===== config.mk =====
export PLATFORM = sky130hd
export DESIGN_NAME = filt_mac_sequencer_flat
export DESIGN_NICKNAME = d
export VERILOG_FILES = /design/src/rtl/filt_mac_sequencer_pkg.sv /design/src/rtl/filt_mac_sequencer_if.sv /design/src/rtl/filt_mac_sequencer_sat_counter.sv /design/src/rtl/filt_mac_sequencer.sv /design/src/flat_wrapper.sv
export SDC_FILE = /design/constraint.sdc
export NUM_CORES = 1
export LEC_CHECK = 0
export CAP_MARGIN = 25
export CORE_AREA = 2 2 39 41
export DETAILED_ROUTE_END_ITERATION = 16
export DIE_AREA = 0 0 41 43
export PLACE_DENSITY_LB_ADDON = 0.05
export SETUP_SLACK_MARGIN = 0.4
export SLEW_MARGIN = 15
export SYNTH_ARGS = -nofsm -noshare
export SYNTH_HDL_FRONTEND = slang
export SYNTH_HIERARCHICAL = 1
export SYNTH_SLANG_ARGS = --single-unit

===== constraint.sdc =====
create_clock -name sys_clk -period 1.4 [get_ports sys_clk]
set_input_delay 0.14 -clock sys_clk [delete_from_list [all_inputs] [get_ports sys_clk]]
set_output_delay 0.14 -clock sys_clk [all_outputs]
set_load 0.01 [all_outputs]

===== src/rtl/filt_mac_sequencer_pkg.sv =====
`default_nettype none
// +----------------------------------------------------------------------------+
// | filt_seq_pkg : shared types and helpers for the folded FIR sequencer        |
// | Revision     : 1.0                                                          |
// +----------------------------------------------------------------------------+
package filt_seq_pkg;

  typedef enum logic [1:0] {
    IDLE = 2'd0,
    RUN  = 2'd1,
    DUMP = 2'd2
  } seq_state_t;

  localparam int OVR_CNT_W = 8;

  // Centre tap counts as a pair, then round up to whole multiplier groups.
  function automatic int num_steps(input int taps, input int pairs);
    return (((taps + 1) / 2) + pairs - 1) / pairs;
  endfunction

  function automatic int step_width(input int steps);
    return (steps > 1) ? $clog2(steps) : 1;
  endfunction

endpackage
`default_nettype wire


===== src/rtl/filt_mac_sequencer_if.sv =====
`default_nettype none
// +----------------------------------------------------------------------------+
// | filt_mac_sequencer_if : sample-enable input and datapath control outputs    |
// | Revision              : 1.0                                                 |
// +----------------------------------------------------------------------------+
interface filt_mac_sequencer_if
  import filt_seq_pkg::*;
#(
  parameter int STEP_W = 2
);

  logic                 sam_clk_en;
  logic                 shift_en;
  logic [STEP_W-1:0]    step;
  logic                 acc_clr;
  logic                 acc_en;
  logic                 y_load;
  logic                 busy;
  logic                 overrun;
  logic [OVR_CNT_W-1:0] overrun_cnt;

  // master: the sequencer; slave: enable source plus filter datapath.
  modport master (
    input  sam_clk_en,
    output shift_en, step, acc_clr, acc_en, y_load, busy, overrun, overrun_cnt
  );

  modport slave (
    output sam_clk_en,
    input  shift_en, step, acc_clr, acc_en, y_load, busy, overrun, overrun_cnt
  );

endinterface
`default_nettype wire


===== src/rtl/filt_mac_sequencer_sat_counter.sv =====
`default_nettype none
// +----------------------------------------------------------------------------+
// | sat_counter : up-counter that holds at all-ones, synchronous clear          |
// | Revision    : 1.0                                                           |
// +----------------------------------------------------------------------------+
module sat_counter
  import filt_seq_pkg::*;
#(
  parameter int WIDTH = OVR_CNT_W
) (
  input  wire logic             clk,
  input  wire logic             rst,
  input  wire logic             i_inc,
  output logic      [WIDTH-1:0] o_count
);

  localparam logic [WIDTH-1:0] c_ONE = WIDTH'(1);

  logic [WIDTH-1:0] r_count;

  always_ff @(posedge clk) begin
    if (rst) begin
      r_count <= '0;
    end else if (i_inc && (r_count != '1)) begin
      r_count <= r_count + c_ONE;
    end
  end

  assign o_count = r_count;

endmodule
`default_nettype wire


===== src/rtl/filt_mac_sequencer.sv =====
`default_nettype none
// +----------------------------------------------------------------------------+
// | filt_mac_sequencer : per-sample step sequencer for the folded SRRC/PPS FIR  |
// |   Optional macro FILT_SEQ_OVERRUN_CNT_EN enables the saturating overrun     |
// |   counter; otherwise overrun_cnt is tied to zero.                           |
// | Revision           : 1.0                                                    |
// +----------------------------------------------------------------------------+
module filt_mac_sequencer
  import filt_seq_pkg::*;
#(
  parameter int NUM_TAPS       = 21,
  parameter int PAIRS_PER_STEP = 3
) (
  input wire logic             sys_clk,
  input wire logic             reset,
  filt_mac_sequencer_if.master bus
);

  localparam int NUM_STEPS = num_steps(NUM_TAPS, PAIRS_PER_STEP);
  localparam int STEP_W    = step_width(NUM_STEPS);

  localparam logic [STEP_W-1:0] c_LAST_STEP = STEP_W'(NUM_STEPS - 1);
  localparam logic [STEP_W-1:0] c_STEP_ONE  = STEP_W'(1);

  if ((NUM_TAPS < 3) || ((NUM_TAPS % 2) == 0)) begin : g_chk_taps
    $error("filt_mac_sequencer: NUM_TAPS must be odd and at least 3");
  end

  if (PAIRS_PER_STEP < 1) begin : g_chk_pairs
    $error("filt_mac_sequencer: PAIRS_PER_STEP must be at least 1");
  end

  seq_state_t        r_state;
  seq_state_t        w_state_nxt;
  logic [STEP_W-1:0] r_step;
  logic [STEP_W-1:0] w_step_nxt;

  logic w_last;
  logic w_accept;
  logic w_reject;

  logic r_acc_clr, w_acc_clr_nxt;
  logic r_acc_en,  w_acc_en_nxt;
  logic r_y_load,  w_y_load_nxt;
  logic r_busy,    w_busy_nxt;
  logic r_overrun, w_overrun_nxt;

  always_ff @(posedge sys_clk) begin
    if (reset) begin
      r_state   <= IDLE;
      r_step    <= '0;
      r_acc_clr <= 1'b0;
      r_acc_en  <= 1'b0;
      r_y_load  <= 1'b0;
      r_busy    <= 1'b0;
      r_overrun <= 1'b0;
    end else begin
      r_state   <= w_state_nxt;
      r_step    <= w_step_nxt;
      r_acc_clr <= w_acc_clr_nxt;
      r_acc_en  <= w_acc_en_nxt;
      r_y_load  <= w_y_load_nxt;
      r_busy    <= w_busy_nxt;
      r_overrun <= w_overrun_nxt;
    end
  end

  always_comb begin
    w_state_nxt   = r_state;
    w_step_nxt    = '0;
    w_acc_clr_nxt = 1'b0;
    w_acc_en_nxt  = 1'b0;
    w_y_load_nxt  = 1'b0;
    w_busy_nxt    = 1'b0;
    w_overrun_nxt = 1'b0;

    // A new sample is only taken once the current one has reached its last group.
    w_last   = (r_state == RUN) && (r_step == c_LAST_STEP);
    w_accept = bus.sam_clk_en && !reset &&
               ((r_state == IDLE) || (r_state == DUMP) || w_last);
    w_reject = bus.sam_clk_en && !reset && !w_accept;

    case (r_state)
      IDLE: begin
        if (w_accept) begin
          w_state_nxt = RUN;
        end
      end
      RUN: begin
        if (!w_last) begin
          w_step_nxt = r_step + c_STEP_ONE;
        end else if (w_accept) begin
          w_state_nxt = RUN;
        end else begin
          w_state_nxt = DUMP;
        end
      end
      DUMP: begin
        w_state_nxt = w_accept ? RUN : IDLE;
      end
      default: begin
        w_state_nxt = IDLE;
      end
    endcase

    // Registered outputs describe the cycle that follows this edge.
    w_acc_en_nxt  = (w_state_nxt == RUN);
    w_acc_clr_nxt = (w_state_nxt == RUN) && (w_step_nxt == '0);
    w_y_load_nxt  = w_last;
    w_busy_nxt    = (w_state_nxt != IDLE);
    w_overrun_nxt = w_reject;
  end

  assign bus.shift_en = w_accept;
  assign bus.step     = r_step;
  assign bus.acc_clr  = r_acc_clr;
  assign bus.acc_en   = r_acc_en;
  assign bus.y_load   = r_y_load;
  assign bus.busy     = r_busy;
  assign bus.overrun  = r_overrun;

`ifdef FILT_SEQ_OVERRUN_CNT_EN
  sat_counter #(
    .WIDTH (OVR_CNT_W)
  ) u_ovr_cnt (
    .clk     (sys_clk),
    .rst     (reset),
    .i_inc   (w_reject),
    .o_count (bus.overrun_cnt)
  );
`else
  assign bus.overrun_cnt = '0;
`endif

endmodule
`default_nettype wire


===== src/flat_wrapper.sv =====
// flat-port wrapper written by rule: the top's interface ports become plain ports
module filt_mac_sequencer_flat import filt_seq_pkg::*;
#(
  parameter int NUM_TAPS       = 21,
  parameter int PAIRS_PER_STEP = 3
)
  (sys_clk, reset, bus_sam_clk_en, bus_shift_en, bus_step, bus_acc_clr, bus_acc_en, bus_y_load, bus_busy, bus_overrun, bus_overrun_cnt);
  filt_mac_sequencer_if #(.STEP_W((2))) bus_i ();
  input wire logic sys_clk;
  input wire logic reset;
  input wire logic [$bits(bus_i.sam_clk_en)-1:0] bus_sam_clk_en;
  output wire logic [$bits(bus_i.shift_en)-1:0] bus_shift_en;
  output wire logic [$bits(bus_i.step)-1:0] bus_step;
  output wire logic [$bits(bus_i.acc_clr)-1:0] bus_acc_clr;
  output wire logic [$bits(bus_i.acc_en)-1:0] bus_acc_en;
  output wire logic [$bits(bus_i.y_load)-1:0] bus_y_load;
  output wire logic [$bits(bus_i.busy)-1:0] bus_busy;
  output wire logic [$bits(bus_i.overrun)-1:0] bus_overrun;
  output wire logic [$bits(bus_i.overrun_cnt)-1:0] bus_overrun_cnt;
  assign bus_i.sam_clk_en = bus_sam_clk_en;
  assign bus_shift_en = bus_i.shift_en;
  assign bus_step = bus_i.step;
  assign bus_acc_clr = bus_i.acc_clr;
  assign bus_acc_en = bus_i.acc_en;
  assign bus_y_load = bus_i.y_load;
  assign bus_busy = bus_i.busy;
  assign bus_overrun = bus_i.overrun;
  assign bus_overrun_cnt = bus_i.overrun_cnt;
  filt_mac_sequencer #(.NUM_TAPS(NUM_TAPS), .PAIRS_PER_STEP(PAIRS_PER_STEP)) u_core (.sys_clk(sys_clk), .reset(reset), .bus(bus_i));
endmodule

## Word level (Yosys, flattened, before mapping)

Cells that the tools add are included.

- Logic and storage cells: 31
- Register bits after elaboration: 9

- Add/subtract/negate cells: 1
- Mux-type cells: 7
- Reductions and logical operators: 12
- Equality and inequality tests: 4

Operators with widths:

| kind | number |
|---|---|
| two-way mux 2 bit | 5 |
| one-hot mux 2 bit (3 select lines) | 1 |
| logical AND 1 bit | 5 |
| == test 2 x 1 -> 1 bit, second input constant | 2 |
| == test 2 bit, second input constant | 2 |
| zero test 2 bit | 2 |
| adder 2 x 1 -> 2 bit, second input constant | 1 |
| zero test 1 bit | 2 |
| logical OR 1 bit | 2 |
| nonzero test 2 bit | 1 |
| two-way mux 1 bit | 1 |

## Depth between registers and ports, before layout

- Word-level depth: 9
- Gate-level depth with buffers: 4

## Worst setup path before layout

Ideal clock, no wire load.

- Path type: flip-flop to output port
- Start: register u_core.r_step[0], in the netlist u_core/bus.step[0]
- End: output bus_shift_en
- Data arrival time: 1.087 ns
- Stages on the path, launching flop included: 5
- Setup slack: 0.173 ns
- Buffers on the path: 0
- Cell sequence: dfxtp_1 > ha_1 > inv_1 > o21ai_1 > nor2b_1

- Cells in the longest elaborated chain, start to end: 4

RTL lines:

| element | line | source |
|---|---|---|
| start: declaration | filt_mac_sequencer.sv:35 | `logic [STEP_W-1:0] r_step;` |
| start signal: assignment | filt_mac_sequencer.sv:59 | `r_step <= w_step_nxt;` |
| == test 2 bit | filt_mac_sequencer.sv:78 | `w_last = (r_state == RUN) && (r_step == c_LAST_STEP);` |
| logical AND 1 bit | filt_mac_sequencer.sv:78 |  |
| logical OR 1 bit | filt_mac_sequencer.sv:80 | `((r_state == IDLE) \|\| (r_state == DUMP) \|\| w_last);` |
| logical AND 1 bit | filt_mac_sequencer.sv:79 | `w_accept = bus.sam_clk_en && !reset &&` |
| end: declaration | flat_wrapper.sv:12 | `output wire logic [$bits(bus_i.shift_en)-1:0] bus_shift_en;` |

Every way passes these cells.

## Final worst setup path

- Start: register u_core.r_step[1], in the netlist u_core/bus.step[1]
- End: output bus_shift_en

Same word-level chain as after synthesis.

==> results.ini <==
[yosys]
synth_area_leaders = dfxtp_1, buf_4, inv_1
syn_area_sq_um = 387
avgSynthCellArea_sq_um = 9.91
yosysSeqAreaShare = 0.466
synthDistinctLibCells = 17
synth_top_area_frac = 0.466
netlist_instances = 39
synth_area_leader_cell = dfxtp_1
yosysWarnings = 6
synth_seq_cells = 9

[floorplanning]
std_cell_rows = 14
core_sq_um = 1380
die_w_microns = 41
die_area_sq_um = 1760
die_h_microns = 43
start_util = 0.279
ioPinCount = 19

[power_and_ir_drop]
total_power_mw = 0.558
seq_power_share = 0.486
p_int_mw = 0.419
switching_power_mw = 0.139
power.density_nw_per_um2 = 865
ir_worst_vdd_mv = 0.520
power.share.clock = 0.352
combPwrFrac = 0.162
p_leak_nw = 0.321
switching_share = 0.249

[cells_and_area]
diodes = 0
fin_nets = 67
final_cell_area_sq_um = 646
area_growth_pct = 67.0
fill_cells = 139
instances_no_fill = 78
drive_gt1_frac = 0.516
fin_util = 0.467

[global_routing]
overflow = 0
antenna_found_initial = 0
grt_use_total = 0.0938
grt_pass1_vias = 260
grt_pass1_wl_microns = 1080
grt_max_degree = 7

[clock_tree]
cts_buffer_depth = 2
cts_tree = built
holdBufCountCts = 0
numCtsBuffers = 3
h-tree-depth = 1
clk_pin_slew_ns = 0.06
cts_root_buf = clkbuf_4
cts_sinks = 9
insertion_delay_ns = 0.26

[run_status]
status = finished, final reports clean

[setup_path]
crit_arrival_ns = 1.14
path_class = flip-flop to output port
r2r_end = u_core/bus.acc_clr
startpoint = u_core/bus.step[1]
critPathCaptureType = output port
worstRegToRegCells = 6
r2r-start = u_core/bus.step[0]
path_max_fanout = 2
crit_path_start_kind = flip-flop
endpoint = bus_shift_en
cp.required_ns = 1.26
r2r_slack_ns = 0.25

[place]
pre_cts_slack_ns = -0.137
dp_cells = 69
place_area_sq_um = 542
place_hpwl_microns = 539
gp_congestion = 0.643
numPortBuffers = 10

[timing]
setup_ws_ns = 0.119
whs_ns = 0.521
final-setup-viol-count = 0
hold_violations = 0
rsz0062_at_grt = yes
slew_violations = 0
tns_ns = 0
finalCritPeriodShare = 0.915
fmax_mhz = 781
fin_skew_ns = 0.00494
period_minus_slack_ns = 1.28

[detailed_routing]
wl_microns = 704
route.detailed.drc = 0
wire_per_inst_microns = 9.03
dr.pass1.iters = 3
dr_total_vias = 293
via_per_inst = 3.76
drt_iter0_drc = 2
ant_nets = 0

[hold_path]
hold_path_class = flip-flop to flip-flop
holdPathStages = 2

[flow_run]
drv_cap = 0

per-layer routing:
| layer | vias to the layer above | track usage | part of all wire |
|---|---|---|---|
| li1 | 153 | - | - |
| met1 | 130 | 0.114 | 0.41 |
| met2 | 8 | 0.134 | 0.50 |
| met3 | 2 | 0.0157 | 0.084 |
| met4 | 0 | 0.0800 | 0.0071 |
| met5 | - | 0 | 0 |
worst max-delay path, stage by stage (launching register included):
cell and delay (ns):
dfxtp_4 0.35, ha_4 0.13, inv_2 0.03, o21ai_2 0.12
nor2b_4 0.16, buf_6 0.10
what timing repair did:
action | 4_1_cts | 5_1_grt
buffers inserted | 3 | 2
setup endpoints to repair | 12 | 14
pin swaps | 2 | 3
resized for setup | 22 | 11
power by group through the flow:
stage | Combinational, mW | Sequential, mW | Clock (mW)
after floorplan | 0.0517 | 0.283 | 0
after global placement | 0.0813 | 0.277 | 0
after detailed placement | 0.0812 | 0.278 | 0
after CTS | 0.0835 | 0.271 | 0.208
after global routing | 0.0983 | 0.272 | 0.225
final | 0.0903 | 0.271 | 0.197
sequential cells by signal, indices dropped and copies added, names as in the netlist:
register,count
u_core/bus.y_load,1
u_core/r_state,2
u_core/bus.step,2
u_core/bus.acc_en,1
u_core/bus.overrun,1
u_core/bus.acc_clr,1
u_core/bus.busy,1
cell usage after synthesis:
cell type / n
ha_1: 1
nor3b_4: 1
nand2b_1: 1
nor2b_1: 2
o21ai_1: 1
nand2_2: 1
and2_1: 1
o21bai_1: 1
nor2_1: 2
conb_1: 1
a31oi_1: 1
buf_4: 8
nor3b_2: 1
dfxtp_1: 9
o21ai_2: 2
a21oi_1: 1
inv_1: 5
cells by family after synthesis:
family / count (synthesis) / share of synthesized area
AND/OR/NAND/NOR: 9 / 0.181
buffers and inverters: 13 / 0.204
adder cells (fa/ha/maj): 1 / 0.0324
other: 1 / 0.00970
flip-flops: 9 / 0.466
AO/OA/AOI/OAI: 6 / 0.107
how the worst min path moves through the flow:
stage                       from            endpoint  slack, ns
2_1_floorplan     bus_sam_clk_en   u_core/r_state[1]       0.21
3_3_place_gp   u_core/r_state[0]  u_core/bus.overrun       0.51
3_5_place_dp   u_core/r_state[0]  u_core/bus.overrun       0.51
4_1_cts        u_core/r_state[0]  u_core/bus.overrun       0.52
5_1_grt        u_core/r_state[0]  u_core/bus.overrun       0.55
6_report       u_core/r_state[0]  u_core/bus.overrun       0.52
layout make-up:
| type | count | area (sq um) | area share |
|---|---|---|---|
| Tap cell | 16 | 20.0 | 0.0310 |
| Timing Repair Buffer | 20 | 189 | 0.293 |
| Clock buffer | 3 | 22.5 | 0.0349 |
| Inverter | 5 | 18.8 | 0.0291 |
| Clock inverter | 1 | 5.00 | 0.00775 |
| Sequential cell | 9 | 189 | 0.293 |
| Multi-Input combinational cell | 24 | 201 | 0.312 |
placed cells by master, fill, tap and decap left out, types with 2 or more instances in the layout:
cell type / instances
clkbuf_4: 3
inv_2: 2
inv_1: 3
clkdlybuf4s50_1: 2
clkdlybuf4s15_1: 3
dlygate4sd2_1: 2
dfxtp_4: 2
nor2_1: 2
conb_1: 8
buf_6: 7
nor2b_4: 2
dfxtp_1: 6
o21ai_2: 2
buf_4: 5
Note: power is estimated with default switching activity, not from simulation.
